## config.mk

```make
export PLATFORM = sky130hd
export DESIGN_NAME = pipeline_hazard_ctrl
export DESIGN_NICKNAME = d
export VERILOG_FILES = /design/src/rtl/pipeline_hazard_ctrl.sv
export SDC_FILE = /design/constraint.sdc
export NUM_CORES = 1
export LEC_CHECK = 0
export ABC_CLOCK_PERIOD_IN_PS = 2300
export CAP_MARGIN = 20
export CELL_PAD_IN_SITES_DETAIL_PLACEMENT = 1
export CELL_PAD_IN_SITES_GLOBAL_PLACEMENT = 2
export CORE_MARGIN = 2
export CORE_UTILIZATION = 27
export DETAILED_ROUTE_END_ITERATION = 8
export GPL_TIMING_DRIVEN = 0
export PLACE_DENSITY = 0.74
export SLEW_MARGIN = 25
export SYNTH_ARGS = -nofsm -noshare
export SYNTH_HDL_FRONTEND = slang
export SYNTH_SLANG_ARGS = --single-unit
```

## constraint.sdc

```tcl
create_clock -name clk -period 2.3 [get_ports clk]
set_clock_uncertainty 0.15 [all_clocks]
set_input_delay 0.23 -clock clk [delete_from_list [all_inputs] [get_ports clk]]
set_output_delay 0.23 -clock clk [all_outputs]
set_load 0.05 [all_outputs]
```

## src/rtl/pipeline_hazard_ctrl.sv

```systemverilog
// rtl/pipeline_hazard_ctrl.sv - stall/flush/bubble control with memory timeout fault and perf counters
module pipeline_hazard_ctrl #(
    parameter int MEM_TIMEOUT = 255,
    parameter int PERF_W      = 16
) (
    input  logic              clk,
    input  logic              rst_n,
    input  logic [6:0]        id_opcode,
    input  logic [4:0]        id_rs1,
    input  logic [4:0]        id_rs2,
    input  logic              ex_mem_read,
    input  logic [4:0]        ex_rd,
    input  logic              ex_branch_taken,
    input  logic              dmem_req,
    input  logic              dmem_ready,
    input  logic              perf_clr,
    output logic              pc_stall,
    output logic              if_id_stall,
    output logic              id_ex_stall,
    output logic              ex_mem_stall,
    output logic              if_id_flush,
    output logic              id_ex_flush,
    output logic              mem_wb_bubble,
    output logic              mem_fault,
    output logic [PERF_W-1:0] stall_cnt,
    output logic [PERF_W-1:0] flush_cnt,
    output logic [PERF_W-1:0] loaduse_cnt
);

    typedef enum logic {RUN, FAULT} state_t;

    localparam logic [7:0] TIMEOUT_M1 = 8'(MEM_TIMEOUT - 1);

    state_t            state_q, state_d;
    logic [7:0]        wait_cnt_q, wait_cnt_d;
    logic [PERF_W-1:0] stall_cnt_q, stall_cnt_d;
    logic [PERF_W-1:0] flush_cnt_q, flush_cnt_d;
    logic [PERF_W-1:0] loaduse_cnt_q, loaduse_cnt_d;

    logic use_rs1, use_rs2, load_use, freeze;

    function automatic logic [PERF_W-1:0] sat_inc(input logic [PERF_W-1:0] v);
        return (v == {PERF_W{1'b1}}) ? v : v + PERF_W'(1);
    endfunction

    always_comb begin
        use_rs1 = 1'b0;
        use_rs2 = 1'b0;
        case (id_opcode)
            7'b0010011, 7'b0000011, 7'b1100111: use_rs1 = 1'b1;
            7'b0100011, 7'b1100011, 7'b0110011: begin
                use_rs1 = 1'b1;
                use_rs2 = 1'b1;
            end
            default: ;
        endcase
    end

    assign load_use = ex_mem_read && (ex_rd != 5'd0) &&
                      ((use_rs1 && (ex_rd == id_rs1)) || (use_rs2 && (ex_rd == id_rs2)));
    assign freeze   = dmem_req && !dmem_ready;

    always_comb begin
        state_d       = state_q;
        wait_cnt_d    = wait_cnt_q;
        stall_cnt_d   = stall_cnt_q;
        flush_cnt_d   = flush_cnt_q;
        loaduse_cnt_d = loaduse_cnt_q;
        pc_stall      = 1'b0;
        if_id_stall   = 1'b0;
        id_ex_stall   = 1'b0;
        ex_mem_stall  = 1'b0;
        if_id_flush   = 1'b0;
        id_ex_flush   = 1'b0;
        mem_wb_bubble = 1'b0;
        case (state_q)
            RUN: begin
                if (freeze) begin
                    pc_stall      = 1'b1;
                    if_id_stall   = 1'b1;
                    id_ex_stall   = 1'b1;
                    ex_mem_stall  = 1'b1;
                    mem_wb_bubble = 1'b1;
                    wait_cnt_d    = wait_cnt_q + 8'd1;
                    stall_cnt_d   = sat_inc(stall_cnt_q);
                    if (wait_cnt_q == TIMEOUT_M1) state_d = FAULT;
                end else begin
                    wait_cnt_d = 8'd0;
                    // A taken branch squashes the dependent instruction, so load-use is moot.
                    if (ex_branch_taken) begin
                        if_id_flush = 1'b1;
                        id_ex_flush = 1'b1;
                        flush_cnt_d = sat_inc(flush_cnt_q);
                    end else if (load_use) begin
                        pc_stall      = 1'b1;
                        if_id_stall   = 1'b1;
                        id_ex_flush   = 1'b1;
                        stall_cnt_d   = sat_inc(stall_cnt_q);
                        loaduse_cnt_d = sat_inc(loaduse_cnt_q);
                    end
                end
                if (perf_clr) begin
                    stall_cnt_d   = '0;
                    flush_cnt_d   = '0;
                    loaduse_cnt_d = '0;
                end
            end
            FAULT: begin
                pc_stall      = 1'b1;
                if_id_stall   = 1'b1;
                id_ex_stall   = 1'b1;
                ex_mem_stall  = 1'b1;
                mem_wb_bubble = 1'b1;
            end
            default: state_d = RUN;
        endcase
    end

    always_ff @(posedge clk or negedge rst_n) begin
        if (!rst_n) begin
            state_q       <= RUN;
            wait_cnt_q    <= 8'd0;
            stall_cnt_q   <= '0;
            flush_cnt_q   <= '0;
            loaduse_cnt_q <= '0;
        end else begin
            state_q       <= state_d;
            wait_cnt_q    <= wait_cnt_d;
            stall_cnt_q   <= stall_cnt_d;
            flush_cnt_q   <= flush_cnt_d;
            loaduse_cnt_q <= loaduse_cnt_d;
        end
    end

    assign mem_fault   = (state_q == FAULT);
    assign stall_cnt   = stall_cnt_q;
    assign flush_cnt   = flush_cnt_q;
    assign loaduse_cnt = loaduse_cnt_q;

endmodule

```

---- After elaboration in Yosys (flattened, before gate mapping) ----
Cells that the tools add are included.
word-level totals
  flip-flop bits (word level) ............. 57
  bits of input ports ..................... 29
  logic and storage cells ................. 75
cells by class
  add/subtract/negate cells ............... 4
  equal/unequal tests ..................... 17
  muxes and demuxes ....................... 32
  bitwise operators ....................... 1
  reduce and logical (&&, ||, !) cells .... 16
operators with widths
  operator               count
  $mux 16                14
  $add 16x1->16 const B  3
  $eq 16x16->1 const B   3
  $mux 1                 15
  $eq 7x6->1 const B     2
  $eq 7x7->1 const B     2
  $eq 5x5->1             2
  $add 8x1->8 const B    1
  $eq 8x8->1 const B     1
  $mux 8                 1
  $eq 7x2->1 const B     1
  $eq 7x5->1 const B     1
  $ne 2x2->1 const B     3
  $reduce_or 6->1        1
  $logic_and 1x1->1      5
  $reduce_and 5->1       1
  $reduce_bool 5->1      1
  $pmux 1 s2             2
  $reduce_and 4->1       1
  $reduce_bool 2->1      2
  $ne 3x1->1 const B     1
  $reduce_and 3->1       1
  $reduce_bool 3->1      1
  $reduce_or 3->1        1
  4 further kinds        4

---- Longest topological paths before layout ----
Gate-level depths: netlist of the first run.
  depth in word-level cells ............... 10
  gate-level depth with buffers ........... 9
  depth with buffers taken out ............ 7

---- Worst setup path before layout of the first run ----
OpenSTA, ideal clock, no wires.
  path kind ............................... input -> output
  start point ............................. in ex_rd[4]
  end point ............................... out pc_stall
  arrival time ............................ 2514 ps
  required time ........................... 1920 ps
  slack ................................... -594 ps
  cell stages on the path ................. 5
  path through ............................ xor2_1 -> nor4_4 -> a22oi_2 -> o31ai_1 -> buf_4
on the way
  longest elaborated chain between the ends .. 8
  elaborated cells on any way between the ends .. 12
  classes of those cells .................. eq/ne: 2; mux: 4; reduce/logical: 6
RTL lines
  element                   line  text
  from (decl)               12    input logic [4:0] ex_rd,
  $eq 5x5->1                60    ((use_rs1 && (ex_rd == id_rs1)) || (use_rs2 && (ex_rd == id_rs2)));
  $logic_and 1x1->1         60
  $logic_or 1x1->1          60
  $logic_and 1x1->1 (*)     59    assign load_use = ex_mem_read && (ex_rd != 5'd0) &&
  $mux 1 (*) (3 in series)  --
  $pmux 1 s2 (*)            --
  to (decl)                 17    output logic pc_stall,
Every way passes the cells marked *; elsewhere a longest branch is shown, timed or not.

---- Final worst setup path of the first run ----
  start point ............................. reg loaduse_cnt_q[0] (netlist: loaduse_cnt[0])
  end point ............................... reg loaduse_cnt_q[14] (netlist: loaduse_cnt[14])
on the way
  longest elaborated chain between the ends .. 6
  elaborated cells on any way between the ends .. 9
  classes of those cells .................. add/sub: 1; eq/ne: 2; mux: 5; reduce/logical: 1
RTL lines
  element                 line  text
  from (decl)             38    logic [PERF_W-1:0] loaduse_cnt_q, loaduse_cnt_d;
  from (signal assigned)  131   loaduse_cnt_q <= loaduse_cnt_d;
  $add 16x1->16           43    return (v == {PERF_W{1'b1}}) ? v : v + PERF_W'(1);
  $mux 16                 43
  $mux 16                 94    end else if (load_use) begin
  $mux 16                 90    if (ex_branch_taken) begin
  $mux 16                 78    if (freeze) begin
  $mux 16                 102   if (perf_clr) begin
Several ways; a longest one is shown, not always the timed one. The select of a mux whose other input is x is not followed.
A chain may end at the register's enable or synchronous reset.

==> impl_metrics.json, run 1 <==
{
  "outcome": "finished, final reports clean",
  "finalNetCount": 540,
  "period_minus_slack_ns": 2.26,
  "hold_viol": 0,
  "grt_util_met1": 0.245,
  "start_util": 0.276,
  "die_w_um": 118,
  "syn_area_per_cell_um2": 8.83,
  "synth.top_cell.area_share": 0.410,
  "critPathKind": "reg2reg",
  "layout_common_cells": "clkdlybuf4s50_1 (62), nand2_1 (46), dfrtp_1 (45)",
  "grt_max_degree": 40,
  "cts_tree": "yes",
  "crit_start": "loaduse_cnt[0]",
  "core_area_um2": 12600,
  "die_h_um": 118,
  "grt_pass1_wl_mm": 20.4,
  "ys_seq_area_frac": 0.410,
  "cp_max_fo": 7,
  "antenna_found_initial": 0,
  "drive_above_1_share": 0.211,
  "leakage_nw": 2.19,
  "htree_num_levels": 3,
  "crit_arrival_ns": 2.37,
  "vias_per_cell": 5.22,
  "setup_viol": 0,
  "cts.sinks": 57,
  "wire_per_inst_um": 17.9,
  "firstDrtPassIters": 4,
  "grt_util_met3": 0.0378,
  "tightest_slew_ns": 0.833,
  "drc_errors": 0,
  "netlist_instances": 394,
  "ys_warn_count": 0,
  "rsz0062_at_grt": "yes",
  "rows": 41,
  "slew_headroom": 0.444,
  "power_density_nw_per_um2": 476,
  "drt_iter0_drc": 183,
  "cts_max_path_buffers": 2,
  "path_clk_slew_ns": 0.05,
  "p_total_mw": 2.49,
  "cap_violations": 0,
  "synth.net_count": 428,
  "gr-max-usage-layer": "met2",
  "synth_area_leader_cell": "dfrtp_1",
  "dieArea_um2": 13800,
  "syn_area_um2": 3480,
  "max_clock_freq_mhz": 442,
  "grt_usage": 0.183,
  "cp-start-kind": "flip-flop",
  "wl_mm": 12.2,
  "cts_buffers": 9,
  "rr_startpoint": "loaduse_cnt[0]",
  "ff_latch_area_um2": 1440,
  "synth-edff-count": 0,
  "peakVddDrop_uv": 225,
  "fillers": 1509,
  "slew_violations": 0,
  "ys_ff_latch": 57,
  "yosys-top-cells-area": "dfrtp_1 (41%), xor2_1 (5.8%), nand2_1 (5.1%), nand3_1 (4.5%), nor2_1 (3.3%)",
  "required_ns": 2.40,
  "grt.overflow.total": 0,
  "io_pins": 85,
  "async_flop_share": 1.00,
  "post-route-period-util": 0.984,
  "ant_nets": 0,
  "endpoint_kind": "flip-flop",
  "grt_pass1_vias": 3730,
  "synth-main-ff-cell": "dfrtp_1",
  "multi_input_area_um2": 2120,
  "ys_types": 54,
  "final_common_cell": "clkdlybuf4s50_1",
  "root_buffer": "clkbuf_16",
  "hpwl_mm": 8.49,
  "vias": 3568,
  "utilization": 0.415,
  "clk_latency_ns": 0.33,
  "antenna_cells": 0,
  "use_met2": 0.306,
  "place_congestion": 0.790,
  "portBuffers": 83,
  "syn_to_final_growth_pct": 50.4,
  "hold_path.class": "in2async"
}
==> report_power, final <==
group	switching, mW	total (mW)	internal [mW]
clock network	0.462	1.30	0.842
registers	0.00236	1.01	1.01
logic	0.107	0.181	0.0737
total	0.571	2.49	1.92
==> area by class of cell <==
class	count	share of cell area
Buffer	19	0.0239
Tap cell	172	0.0411
Clock inverter	2	0.00191
Timing Repair Buffer	102	0.190
Clock buffer	14	0.0543
Inverter	11	0.00789
Multi-Input combinational cell	306	0.406
Sequential cell	57	0.275
==> metrics by stage <==
stage	setup WS, ns	hold WS (ns)	setup TNS (ns)	instances	instance area, um2
finish	0.0372	0.183	0	683	5240
global route	-0.0254	0.230	-0.0254	683	5240
CTS	0.00856	0.190	0	678	5150
detailed placement	-0.798	0.00104	-22.57	650	4620
global placement	-1.57	0.323	-98.25	649	4600
floorplan	-0.0983	-0.216	-0.658	394	3550
==> final timing paths <==
| kind | to | slack (ns) | depth (start not counted) |
|---|---|---|---|
| max | loaduse_cnt[14] | 0.04 | 7 |
| min | stall_cnt[15] | 0.18 | 2 |
| max reg2reg | loaduse_cnt[14] | 0.04 | 7 |
| min reg2reg | wait_cnt_q[6] | 0.34 | 1 |
| max in group asynchronous | stall_cnt[0] | 1.28 | 3 |
| min in group clk | stall_cnt[3] | 0.23 | 3 |
==> sequential cells by signal, indices dropped and copies added, names as in the netlist <==
signal	cells
flush_cnt	16
loaduse_cnt	16
mem_fault	1
wait_cnt_q	8
stall_cnt	16
==> layer usage <==
metal	wire, um	vias up
li1	-	1675
met1	5790	1821
met2	5900	63
met3	395	9
met4	127	0
met5	0	-
==> synthesized netlist by cell type, types with 2 or more instances <==
cell       n
dfrtp_1   57
nand2_1   47
nand3_1   31
nor2_1    31
xor2_1    23
nand4_1   16
a21oi_1   13
clkbuf_1  11
nor3_1    11
o211ai_1  11
and3_1    10
inv_1     10
o21ai_0   10
nor4_1     8
or3_1      8
a211o_1    6
and4_1     6
buf_4      6
nand2b_1   6
o31ai_1    6
ha_1       5
o21ai_1    5
a31oi_1    4
and2_1     4
o311ai_1   4
a311o_1    3
mux2i_1    3
nor2b_1    3
nor3b_1    3
xnor2_1    3
a211oi_1   2
a221o_1    2
and2_2     2
nand3b_1   2
nor4b_1    2
or4_1      2
==> what timing repair did <==
action | in CTS | in global routing
hold endpoints to repair | 57 | 0
setup endpoints to repair | 40 | 43
pin swaps | 9 | 12
resized for setup | 66 | 31
buffers inserted | 11 | 5
hold buffers | 1 | 0
cloned | 1 | 0
==> critical path, cell delays in order (launching register included) <==
cell and delay, ns:
dfrtp_2 0.42, ha_4 0.17, and3_4 0.20, nand4_4 0.12, o311ai_4 0.10, a211o_4 0.36
or4_4 0.53, a21oi_2 0.14
==> cell families (layout without fill, tap and decap cells) <==
| family | count (synthesis) | count (layout) | share of synthesized area |
|---|---|---|---|
| AOI/OAI and AO/OA | 75 | 75 | 0.156 |
| xor gates and xnor gates | 26 | 26 | 0.0654 |
| adders and majority gates | 5 | 5 | 0.0180 |
| buffers and inverters | 31 | 148 | 0.0424 |
| DFF | 57 | 57 | 0.410 |
| muxes | 3 | 3 | 0.00863 |
| and+or+nand+nor | 197 | 197 | 0.300 |
No activity file was read; power rests on OpenSTA's default activity.
==> run 2: changes to the inputs <==
GPL_TIMING_DRIVEN = not set   (was 0)
==> run 2 against run 1 <==
Effect of this change:
- largest power group unchanged
- core utilization grew 1.5 points
- die area unchanged
- count of clock-buffer cells in the layout shrank 1
==> impl_metrics.json, run 2 (synthesized netlist as in run 1, its figures left out) <==
{
  "ff_latch_area_um2": 1440,
  "grt_pass1_vias": 3872,
  "die_h_um": 118,
  "reg2reg_depth": 7,
  "dieArea_um2": 13800,
  "wl_met1_mm": 5.42,
  "r2r_slack_ns": 0.08,
  "period_minus_slack_ns": 2.22,
  "core_area_um2": 12600,
  "portBuffers": 84,
  "post-route-period-util": 0.965,
  "utilization": 0.430,
  "setup_viol": 0,
  "htree_num_levels": 3,
  "grt.overflow.total": 0,
  "cts_max_path_buffers": 2,
  "path_clk_slew_ns": 0.06,
  "vias_per_cell": 5.07,
  "critPathKind": "reg2reg",
  "grt_usage": 0.176,
  "fillers": 1467,
  "slew_violations": 0,
  "antenna_cells": 0,
  "met2WireLength_mm": 5.91,
  "cpPeakStageDelay_ns": 0.49,
  "final.setup.tns_ns": 0,
  "rsz0062_at_grt": "no",
  "top_layer": "met4",
  "wire_per_inst_um": 16.7,
  "worstSetupEndpoint": "loaduse_cnt[14]",
  "wl_mm": 11.8,
  "rr_startpoint": "loaduse_cnt[1]",
  "endpoint_kind": "flip-flop",
  "grt_pass1_wl_mm": 19.8,
  "ant_nets": 0,
  "io_pins": 85,
  "required_ns": 2.42,
  "cts_tree": "yes",
  "grt_max_degree": 32,
  "reg2reg_to": "loaduse_cnt[14]",
  "cap_violations": 0,
  "cp_max_fo": 10,
  "hpwl_mm": 8.56,
  "dp_cells": 687,
  "finalNonFillerCells": 707,
  "drive_above_1_share": 0.226,
  "crit_arrival_ns": 2.34,
  "place_congestion": 0.785,
  "hold_viol": 0,
  "start_util": 0.276,
  "leakage_nw": 2.34,
  "vias": 3585,
  "rows": 41,
  "crit_start": "loaduse_cnt[1]",
  "p_total_mw": 2.64,
  "outcome": "finished, final reports clean",
  "multi_input_area_um2": 2030,
  "syn_to_final_growth_pct": 56.0,
  "tightest_slew_ns": 0.802,
  "dr_wl_met3_um": 265,
  "root_buffer": "clkbuf_16",
  "critical_path_depth": 7,
  "cpMaxStageDelayCell": "or4_4",
  "max_clock_freq_mhz": 451,
  "hold_path.class": "reg2reg",
  "die_w_um": 118,
  "layout_common_cells": "clkdlybuf4s50_1 (68), buf_4 (58), nand2_1 (47)",
  "finalNetCount": 564,
  "critical-path-top-delay-family": "simple AND/OR/NAND/NOR gates",
  "final_common_cell": "clkdlybuf4s50_1",
  "power_density_nw_per_um2": 487,
  "cts.sinks": 57,
  "cts_buffers": 9,
  "drc_errors": 0,
  "clk_latency_ns": 0.33,
  "antenna_found_initial": 0,
  "cp-start-kind": "flip-flop",
  "crit_chain": "ha_4 -> and3_4 -> nand4_4 -> o311ai_4 -> a211o_4 -> or4_4 -> a21oi_2",
  "drt_iter0_drc": 111,
  "slew_headroom": 0.466,
  "firstDrtPassIters": 4,
  "crit_buf_inv": 0,
  "peakVddDrop_uv": 244
}
[run 2: cell types whose count changed in the layout (fill, tap and decap cells not counted), sizes merged]
cell           change
buf               +37
clkbuf            -16
clkdlybuf4s15      -6
clkdlybuf4s50      +6
bufinv             +2
dlygate4sd2        +2
clkinv             -1
[run 2: layer usage]
layer / track usage / vias up
met2: 0.298 / 50
met5: 0 / -
met3: 0.0257 / 15
li1: - / 1725
met4: 0.0738 / 0
met1: 0.225 / 1795
[run 2: per-stage QoR]
stage	setup WS, ns	cell area, um2	hold WS, ns
after floorplan	-0.0983	3550	-0.216
after global placement	-0.339	5000	0.212
after detailed placement	-0.388	5000	0.214
after CTS	0.00338	5340	0.344
after global routing	0.000202	5430	0.377
final	0.0816	5430	0.358
[run 2: timing repair]
action,4_1_cts,5_1_grt
pin swaps,3,4
gates resized for setup,7,15
hold endpoints to repair,29,0
hold buffers,1,0
setup endpoints to repair,11,16
setup buffers,1,2
[run 2: worst min path at each step]
stage / startpoint / end / slack (ns) / cells after the start
after floorplan: rst_n / flush_cnt[0] / -0.22 / 0
after global placement: rst_n / stall_cnt[12] / 0.21 / 1
after detailed placement: rst_n / stall_cnt[12] / 0.21 / 1
after CTS: wait_cnt_q[6] / wait_cnt_q[6] / 0.34 / 1
after global routing: wait_cnt_q[6] / wait_cnt_q[6] / 0.38 / 1
final: wait_cnt_q[6] / wait_cnt_q[6] / 0.36 / 1
[run 2: final cells by class]
cell class              instances  share of cell area
multi-input cells             306               0.374
clock buffers                  13              0.0461
inverters                      11             0.00761
well taps                     172              0.0396
repair buffers                145               0.256
flip-flops and latches         57               0.265
clock inverters                 3              0.0120
[run 2: worst register-to-register path: cells and delay by family, from the launching register on]
family	cells	cell delay [ns]
compound gates	3	0.62
fa+ha+maj	1	0.17
flops	1	0.42
simple gates	3	0.80
[run 2: power breakdown]
part | switching [mW] | internal, mW | leakage, nW | total, mW
combinational | 0.101 | 0.0865 | 1.48 | 0.187
sequential | 0.00238 | 1.01 | 0.705 | 1.01
clock | 0.471 | 0.976 | 0.154 | 1.45
